<file path="src/rtl/multicycle_control.sv">
// multicycle_control: FETCH/DECODE/EXEC/MEM/WB sequencer for the RV32I-subset multi-cycle core
module multicycle_control #(
  parameter int DATA_WIDTH = 32,
  parameter int ALU_WIDTH  = 3,
  parameter int IMM_WIDTH  = 3
) (
  input  logic                  clk,
  input  logic                  rst,
  input  logic [DATA_WIDTH-1:0] instr,
  input  logic                  alu_zero,
  input  logic                  mem_ack,
  output logic                  mem_req,
  output logic                  mem_we,
  output logic                  addr_src,
  output logic                  ir_write,
  output logic                  pc_write,
  output logic [1:0]            pc_src,
  output logic                  reg_write,
  output logic [1:0]            result_src,
  output logic                  alu_src_a,
  output logic                  alu_src_b,
  output logic [ALU_WIDTH-1:0]  alu_ctrl,
  output logic [IMM_WIDTH-1:0]  imm_src,
  output logic                  retire,
  output logic                  trap
);
  localparam logic [2:0] FETCH = 3'd0, DECODE = 3'd1, EXEC = 3'd2, MEM = 3'd3, WB = 3'd4, TRAP = 3'd5;
  localparam logic [ALU_WIDTH-1:0] SUM = 0, SUB = 1, AND = 2, SLT = 3, SLL = 4;
  localparam logic [IMM_WIDTH-1:0] IMM = 0, STORE = 1, BRANCH = 2, UPPER = 3, JUMP = 4;
  logic [2:0] state_q, state_d;
  logic [6:0] opcode, f7;
  logic [2:0] f3;
  logic is_r, is_i1, is_i2, is_i3, is_s, is_b, is_u1, is_u2, is_j;
  logic alu_legal, illegal, taken, unused;
  logic [ALU_WIDTH-1:0] alu_op;
  logic [IMM_WIDTH-1:0] imm_fmt;
  assign opcode = instr[6:0];
  assign f3     = instr[14:12];
  assign f7     = instr[31:25];
  assign unused = ^instr[24:15];
  assign is_r   = opcode == 7'b0110011;
  assign is_i2  = opcode == 7'b0010011;
  assign is_i1  = opcode == 7'b0000011;
  assign is_s   = opcode == 7'b0100011;
  assign is_b   = opcode == 7'b1100011;
  assign is_u1  = opcode == 7'b0010111;
  assign is_u2  = opcode == 7'b0110111;
  assign is_j   = opcode == 7'b1101111;
  assign is_i3  = opcode == 7'b1100111;
  assign alu_legal = f3 == 3'b000 || f3 == 3'b111 || f3 == 3'b010 || (f3 == 3'b001 && f7 == 7'd0);
  assign illegal = !(is_r | is_i1 | is_i2 | is_i3 | is_s | is_b | is_u1 | is_u2 | is_j)
                 || ((is_r | is_i2) && !alu_legal) || ((is_i1 | is_s) && f3 != 3'b010);
  assign alu_op  = f3 == 3'b000 ? ((is_r && f7[5]) ? SUB : SUM) :
                   f3 == 3'b111 ? AND : f3 == 3'b010 ? SLT : SLL;
  assign imm_fmt = is_s ? STORE : is_b ? BRANCH : (is_u1 | is_u2) ? UPPER : is_j ? JUMP : IMM;
  assign taken   = (f3 == 3'b000 && alu_zero) || (f3 == 3'b001 && !alu_zero);
  always_comb begin
    state_d = state_q;
    case (state_q)
      FETCH:   state_d = mem_ack ? DECODE : FETCH;
      DECODE:  state_d = illegal ? TRAP : EXEC;
      EXEC:    state_d = is_b ? FETCH : (is_i1 | is_s) ? MEM : WB;
      MEM:     state_d = mem_ack ? (is_s ? FETCH : WB) : MEM;
      WB:      state_d = FETCH;
      TRAP:    state_d = TRAP;
      default: state_d = FETCH;
    endcase
  end
  always_ff @(posedge clk) state_q <= rst ? FETCH : state_d;
  // Everything is decoded straight from the state register, so reset must mask it explicitly.
  always_comb begin
    mem_req = 1'b0; mem_we = 1'b0; addr_src = 1'b0; ir_write = 1'b0;
    pc_write = 1'b0; pc_src = 2'b00; reg_write = 1'b0; result_src = 2'b00;
    alu_src_a = 1'b0; alu_src_b = 1'b0; alu_ctrl = SUM; imm_src = IMM;
    retire = 1'b0; trap = 1'b0;
    if (!rst) begin
      case (state_q)
        FETCH: begin
          mem_req  = 1'b1;
          ir_write = mem_ack;
        end
        DECODE: imm_src = imm_fmt;
        EXEC: begin
          imm_src   = imm_fmt;
          alu_src_a = is_u1;
          alu_src_b = is_i2 | is_i1 | is_s | is_u1 | is_i3;
          alu_ctrl  = (is_r | is_i2) ? alu_op : is_b ? SUB : SUM;
          pc_write  = is_b;
          retire    = is_b;
          pc_src    = {1'b0, is_b & taken};
        end
        MEM: begin
          imm_src  = imm_fmt;
          mem_req  = 1'b1;
          addr_src = 1'b1;
          mem_we   = is_s;
          pc_write = is_s & mem_ack;
          retire   = is_s & mem_ack;
        end
        WB: begin
          imm_src    = imm_fmt;
          reg_write  = instr[11:7] != 5'd0;
          pc_write   = 1'b1;
          retire     = 1'b1;
          result_src = is_i1 ? 2'b01 : (is_j | is_i3) ? 2'b10 : is_u2 ? 2'b11 : 2'b00;
          pc_src     = is_j ? 2'b01 : is_i3 ? 2'b10 : 2'b00;
        end
        TRAP: trap = 1'b1;
        default: ;
      endcase
    end
  end
endmodule

</file>
<file path="config.mk">
export PLATFORM = sky130hd
export DESIGN_NAME = multicycle_control
export DESIGN_NICKNAME = d
export VERILOG_FILES = /design/src/rtl/multicycle_control.sv
export SDC_FILE = /design/constraint.sdc
export NUM_CORES = 1
export LEC_CHECK = 0
export BUFFER_PORTS_ARGS = -buffer_cell sky130_fd_sc_hd__buf_4
export CAP_MARGIN = 20
export CORE_UTILIZATION = 35
export CTS_CLUSTER_SIZE = 14
export DETAILED_ROUTE_END_ITERATION = 10
export GPL_TIMING_DRIVEN = 1
export PLACE_DENSITY = 0.79
export REMOVE_ABC_BUFFERS = 1
export SYNTH_ARGS = -nofsm -noshare
export SYNTH_HDL_FRONTEND = slang
export SYNTH_SLANG_ARGS = --single-unit
</file>
<file path="constraint.sdc">
create_clock -name clk -period 1.9 [get_ports clk]
set_input_delay 0.38 -clock clk [delete_from_list [all_inputs] [get_ports clk]]
set_output_delay 0.38 -clock clk [all_outputs]
set_load 0.02 [all_outputs]
</file>
== After elaboration in Yosys (flattened, before gate mapping) ==
Index checks and enable logic that the tools add are counted.

* $lt $le $gt $ge: 0
* Div/mod/pow operators: 0
* Multipliers: 0
* Add/sub/neg operators: 0
* Shift operators: 0
* Equal/unequal tests: 18
* Multiplexer cells: 48
* Bitwise operators: 18
* Reductions and logical operators: 21

{| class="wikitable"
|+ Operator list
! kind !! number
|-
| $mux 3 || 17
|-
| $eq 7x6->1 const B || 3
|-
| $eq 7x7->1 const B || 3
|-
| $mux 1 || 20
|-
| $mux 2 || 8
|-
| $or 1x1->1 || 16
|-
| $pmux 3 s5 || 1
|-
| $eq 7x5->1 const B || 2
|-
| $eq 3x2->1 const B || 3
|-
| $eq 3x3->1 const B || 3
|-
| $eq 7x2->1 const B || 1
|-
| $logic_not 7->1 || 1
|-
| $eq 3x1->1 const B || 2
|-
| $logic_and 1x1->1 || 6
|-
| $logic_not 3->1 || 2
|-
| $logic_or 1x1->1 || 6
|-
| $reduce_bool 5->1 || 1
|-
| $pmux 2 s2 || 1
|-
| $reduce_or 4->1 || 1
|-
| $logic_not 1->1 || 3
|-
| $ne 3x2->1 const B || 1
|-
| $pmux 1 s3 || 1
|-
| $and 1x1->1 || 2
|-
| $reduce_or 2->1 || 1
|}

* Register bits: 3
* RAM bits: 0
* Memories: 0
* ROM bits: 0
* Bits in latches: 0
* Input bits: 36
* Output and inout port bits: 20

== Longest topological paths before layout ==
* Word-level depth: 14
* Depth in mapped cells: 7

== Least setup slack after synthesis ==
Ideal clock, no wire load.

* Path type: input to output
* Start point: input port instr[2]
* End point: output port result_src[0]
* Arrival time: 2034 ps
* Stages: 3
* Path buffers: 1
* Setup slack: -514 ps
* Path through: buf_2 -> or3_1 -> a2111oi_0

* Word-level cells in the longest chain between the ends: 6

{| class="wikitable"
|+ RTL lines
! item !! line !! text
|-
| start, declared || 9 || <nowiki>input logic [DATA_WIDTH-1:0] instr,</nowiki>
|-
| $eq 7x6->1, or another cell as far along || 47 || <nowiki>assign is_u2 = opcode == 7'b0110111;</nowiki>
|-
| $mux 2 or $or 1x1->1 (tied branches) || 105 || <nowiki>result_src = is_i1 ? 2'b01 : (is_j | is_i3) ? 2'b10 : is_u2 ? 2'b11 : 2'b00;</nowiki>
|-
| $mux 2 || 105 ||
|-
| $mux 2 * || 105 ||
|-
| $mux 2 * || 77 || <nowiki>case (state_q)</nowiki>
|-
| $mux 2 * || 76 || <nowiki>if (!rst) begin</nowiki>
|-
| end, declared || 19 || <nowiki>output logic [1:0] result_src,</nowiki>
|}

Mark *: on every way between the ends. The rest lies on a longest branch, timed or not.

== Worst setup path in the final report ==
* Start point: register state_q[0]
* End point: output port pc_src[0]

* Word-level cells in the longest chain between the ends: 3

{| class="wikitable"
|+ RTL lines
! item !! line !! text
|-
| start, declared || 30 || <nowiki>logic [2:0] state_q, state_d;</nowiki>
|-
| start signal, assigned || 69 || <nowiki>always_ff @(posedge clk) state_q <= rst ? FETCH : state_d;</nowiki>
|-
| $eq 3x3->1 or $eq 3x2->1 (tied branches) || 77 ||
|-
| $pmux 2 s2 * || 77 ||
|-
| $mux 2 * || 76 ||
|-
| end, declared || 17 || <nowiki>output logic [1:0] pc_src,</nowiki>
|}

Marked as above.

==> results.env <==
RUN_STATUS='finished with violations'
FAILED_CHECKS='setup timing'
START_KIND='flip-flop'
GRT_MAX_DEGREE=14
SUM_OF_ROUTED_WIRE_LENGTH_OVER_ALL_LAYERS_UM=2760
GRT_OVERFLOW=0
FINALNETCOUNT=209
CLKPWRFRAC_PCT=23.4
ANTENNA_LEFT=0
POST_SYNTH.CELL_AREA_AVG_SQ_UM=6.59
FIN_WORST_SKEW_PS=7.09
FINAL.PERIOD_UTILIZATION_PCT=108
MAXSLEWVIOLCOUNT=0
MIN_PERIOD_PS=2040
MAX_FREQ_MHz=489
HPWLAFTERDP_UM=1940
PLACEMENTROWS=16
PLACEMENT.IO_BUFFERS=45
CELL_INTERNAL_PWR_W=0.000302
FINALSETUPVIOLCOUNT=6
POWER.DENSITY_CELL_AREA_nW_PER_UM2=359
SYNTH_SEQ_CELLS=3
YS.FLOP_TYPE='sky130_fd_sc_hd__dfxtp_1'
DIE_HEIGHT_UM=47.9
DRIVE_GT1_SHARE_PCT=55.8
DIE_W_UM=47.9
TRITONCTS_CLOCK_TREE='yes'
ROUTE.DETAILED.WL_PER_INST_UM=13.9
MOST-COMMON-LAYOUT-CELLS='sky130_fd_sc_hd__buf_4 (61), sky130_fd_sc_hd__nand2_1 (8)'
SYNTH-SEQ-AREA-SHARE_PCT=8.14
CORE_AREA_SQ_UM=1980
CP_DATA_REQUIRED_TIME_PS=1520
SYNTH_TOP_CELL_BY_AREA='sky130_fd_sc_hd__dfxtp_1'
CTS.ROOT.BUFFER_CELL='sky130_fd_sc_hd__clkbuf_4'
VIAS=1085
INITIAL_UTILIZATION_PCT=37.2
CLOCKBUFFERDEPTH=2
STDCELL_AREA_SQ_UM=1400
YS_TOP_CELLS_BY_AREA='sky130_fd_sc_hd__dfxtp_1 (8.1%), sky130_fd_sc_hd__nand2b_1 (5.1%), sky130_fd_sc_hd__nor2_1 (5.1%)'
P_LEAK_nW=0.579
TIMING.SETUP.CRITICAL_PATH_CLASS='reg -> out'
FINISH.CELL_COUNT_WITHOUT_FILLERS=199
LARGEST_REGISTER='state_q'
SEQ_POWER_SHARE_PCT=16.4
IR_WORST_VDD_mV=0.389
SYNTH_ENABLE_FLOP_CELLS=0
TIMING.CRITICAL_PATH.FANOUT_MAX=2
PLACE_CONGESTION=0.872
YOSYSTOPAREACELLSHARE_PCT=8.14
TRACK_USAGE_PCT=22.3
YOSYSWARNINGS=0
SYNTH_ASYNC_SR_FLOP_SHARE_PCT=0
IOPINCOUNT=56
SYNTHTOLAYOUTAREAGROWTH_PCT=89.5
WORST_SLEW_PIN_SLEW_PS=361
P_SW_SHARE_PCT=39.9
ROUTED_VIA_DENSITY=5.45
PRE_CTS_WORST_SETUP_SLACK_PS=-172
DIE_AREA_SQ_UM=2300
GRT_PASS1_VIAS=837
COMB_POWER_SHARE_PCT=60.2
ANTENNA_CELLS=0
CTS.HOLD.BUFFERS_ADDED=0
POST-PLACE-CELLS=194
UNREPAIRED_SETUP_ENDPOINTS_AFTER_GLOBAL_ROUTING='true'
CTS_SINKS=3
TIMING_HOLD_VIOLATIONS_FINAL=0
LAYOUT.CELLS.MOST_COMMON='sky130_fd_sc_hd__buf_4'
DRT_ITER0_MARKERS=21
ANTENNA_FOUND_INITIAL=0
SYN_INST=112
TIMING.MAX_SLEW.REL_SLACK_PCT=75.8
FINAL_WORST_SETUP_SLACK_PS=-144
CAP_VIOL_MAX_COUNT=0
FLIP_FLOP_COUNT_OF_THE_LARGEST_REGISTER_AFTER_LAYOUT=3
WORSTPATHARRIVAL_PS=1660
CTS-BUFFERS-INSERTED=3
GRT_PASS1_WL_UM=3620
POWER.SWITCHING_W=0.000200
SYN-CELL-AREA_SQ_UM=738
SYNTH.LIB_CELLS_USED.DISTINCT=42
CLOCK_TREE.HTREE_LEVEL_COUNT=1
BIGGESTREGSBYFLOPS='state_q: 3 flops'
CLOCK_LATENCY_PS=240
DRTPASS1ITERATIONS=4
WORSTHOLDPATHTYPE='in -> reg'
OVERALL_POWER_W=0.000502
POST-ROUTE-DRC-COUNT=0
PLACEMENT.CELL_AREA_SQ_UM=1220
TIMING.CRITICAL_PATH.TO_TYPE='output pin'
CLKTRANSATPATHREGS_PS=40
[routing by layer]
metal | track usage (%) | part of all wire (%) | wire length, um | up-vias
met1 | 26.7 | 41 | 1140 | 491
met3 | 3.77 | 5.3 | 145 | 4
met5 | 0 | 0 | 0 | -
met2 | 39.2 | 52 | 1430 | 45
met4 | 8.89 | 1.4 | 40 | 0
li1 | - | - | - | 545
[Yosys cell counts, types with 2 or more instances]
library cell	number
sky130_fd_sc_hd__nor2_1	10
sky130_fd_sc_hd__xnor2_1	2
sky130_fd_sc_hd__o32a_1	2
sky130_fd_sc_hd__dfxtp_1	3
sky130_fd_sc_hd__and3_1	5
sky130_fd_sc_hd__buf_4	2
sky130_fd_sc_hd__a221o_1	2
sky130_fd_sc_hd__o21ai_0	3
sky130_fd_sc_hd__a21oi_1	4
sky130_fd_sc_hd__nor4_1	5
sky130_fd_sc_hd__clkbuf_1	7
sky130_fd_sc_hd__nor2b_1	6
sky130_fd_sc_hd__or3_1	3
sky130_fd_sc_hd__nand2_1	8
sky130_fd_sc_hd__nand3_1	7
sky130_fd_sc_hd__or2_2	2
sky130_fd_sc_hd__nor3_1	7
sky130_fd_sc_hd__buf_2	2
sky130_fd_sc_hd__nand2b_1	6
sky130_fd_sc_hd__or4_1	2
sky130_fd_sc_hd__inv_1	3
[area by class of cell]
type | count | area, sq um
flip-flops and latches | 3 | 62.6
clock buffers | 4 | 26.3
inverters | 3 | 11.3
well taps | 27 | 33.8
multi-input cells | 95 | 739
fillers | 170 | 583
repair buffers | 67 | 526
[cells by family (layout without fill, tap and decap cells)]
kind of cell | count (synthesis) | count (layout) | share of synthesized area [%]
XOR/XNOR | 3 | 3 | 3.56
flip-flops | 3 | 3 | 8.14
buffers and inverters | 14 | 74 | 8.47
AO/OA/AOI/OAI | 21 | 21 | 22.5
AND/OR/NAND/NOR | 69 | 69 | 54.6
adder cells (fa/ha/maj) | 1 | 1 | 1.36
multiplexers | 1 | 1 | 1.36
[power groups by stage]
stage / Clock [W] / Combinational (W) / Sequential (W)
6_report: 0.000118 / 0.000302 / 0.0000822
5_1_grt: 0.000128 / 0.000328 / 0.0000834
4_1_cts: 0.000125 / 0.000272 / 0.0000805
3_5_place_dp: 0 / 0.000262 / 0.0000795
3_3_place_gp: 0 / 0.000259 / 0.0000794
2_1_floorplan: 0 / 0.000117 / 0.0000891
[metrics by stage]
stage	setup TNS, ps	utilization [%]	hold WS [ps]
after floorplan	-3340	-	547
after global placement	-601	61.4	664
after detailed placement	-625	61.4	683
after CTS	-878	65.0	577
after global routing	-1080	70.6	646
final	-458	70.6	600
[final timing paths]
path | startpoint | endpoint | slack, ps | cells past startpoint
setup / recovery | state_q[0]$_SDFF_PP0_ | pc_src[0] | -140 | 4
hold / removal | instr[30] | state_q[2]$_SDFF_PP0_ | 600 | 4
setup reg to reg | state_q[0]$_SDFF_PP0_ | state_q[2]$_SDFF_PP0_ | 470 | 5
hold reg to reg | state_q[1]$_SDFF_PP0_ | state_q[2]$_SDFF_PP0_ | 700 | 3
[critical path, stage by stage, from the launching register on]
cell and delay (ps):
sky130_fd_sc_hd__dfxtp_2 320, sky130_fd_sc_hd__or4_4 530, sky130_fd_sc_hd__o32a_1 310, sky130_fd_sc_hd__nor3_2 100, sky130_fd_sc_hd__buf_4 160
[timing repair]
action	4_1_cts	5_1_grt
buffers inserted	1	0
cloned	0	0
pin swaps	4	5
setup endpoints to repair	9	15
resized for setup	10	24
No activity file was read; power rests on OpenSTA's default activity.
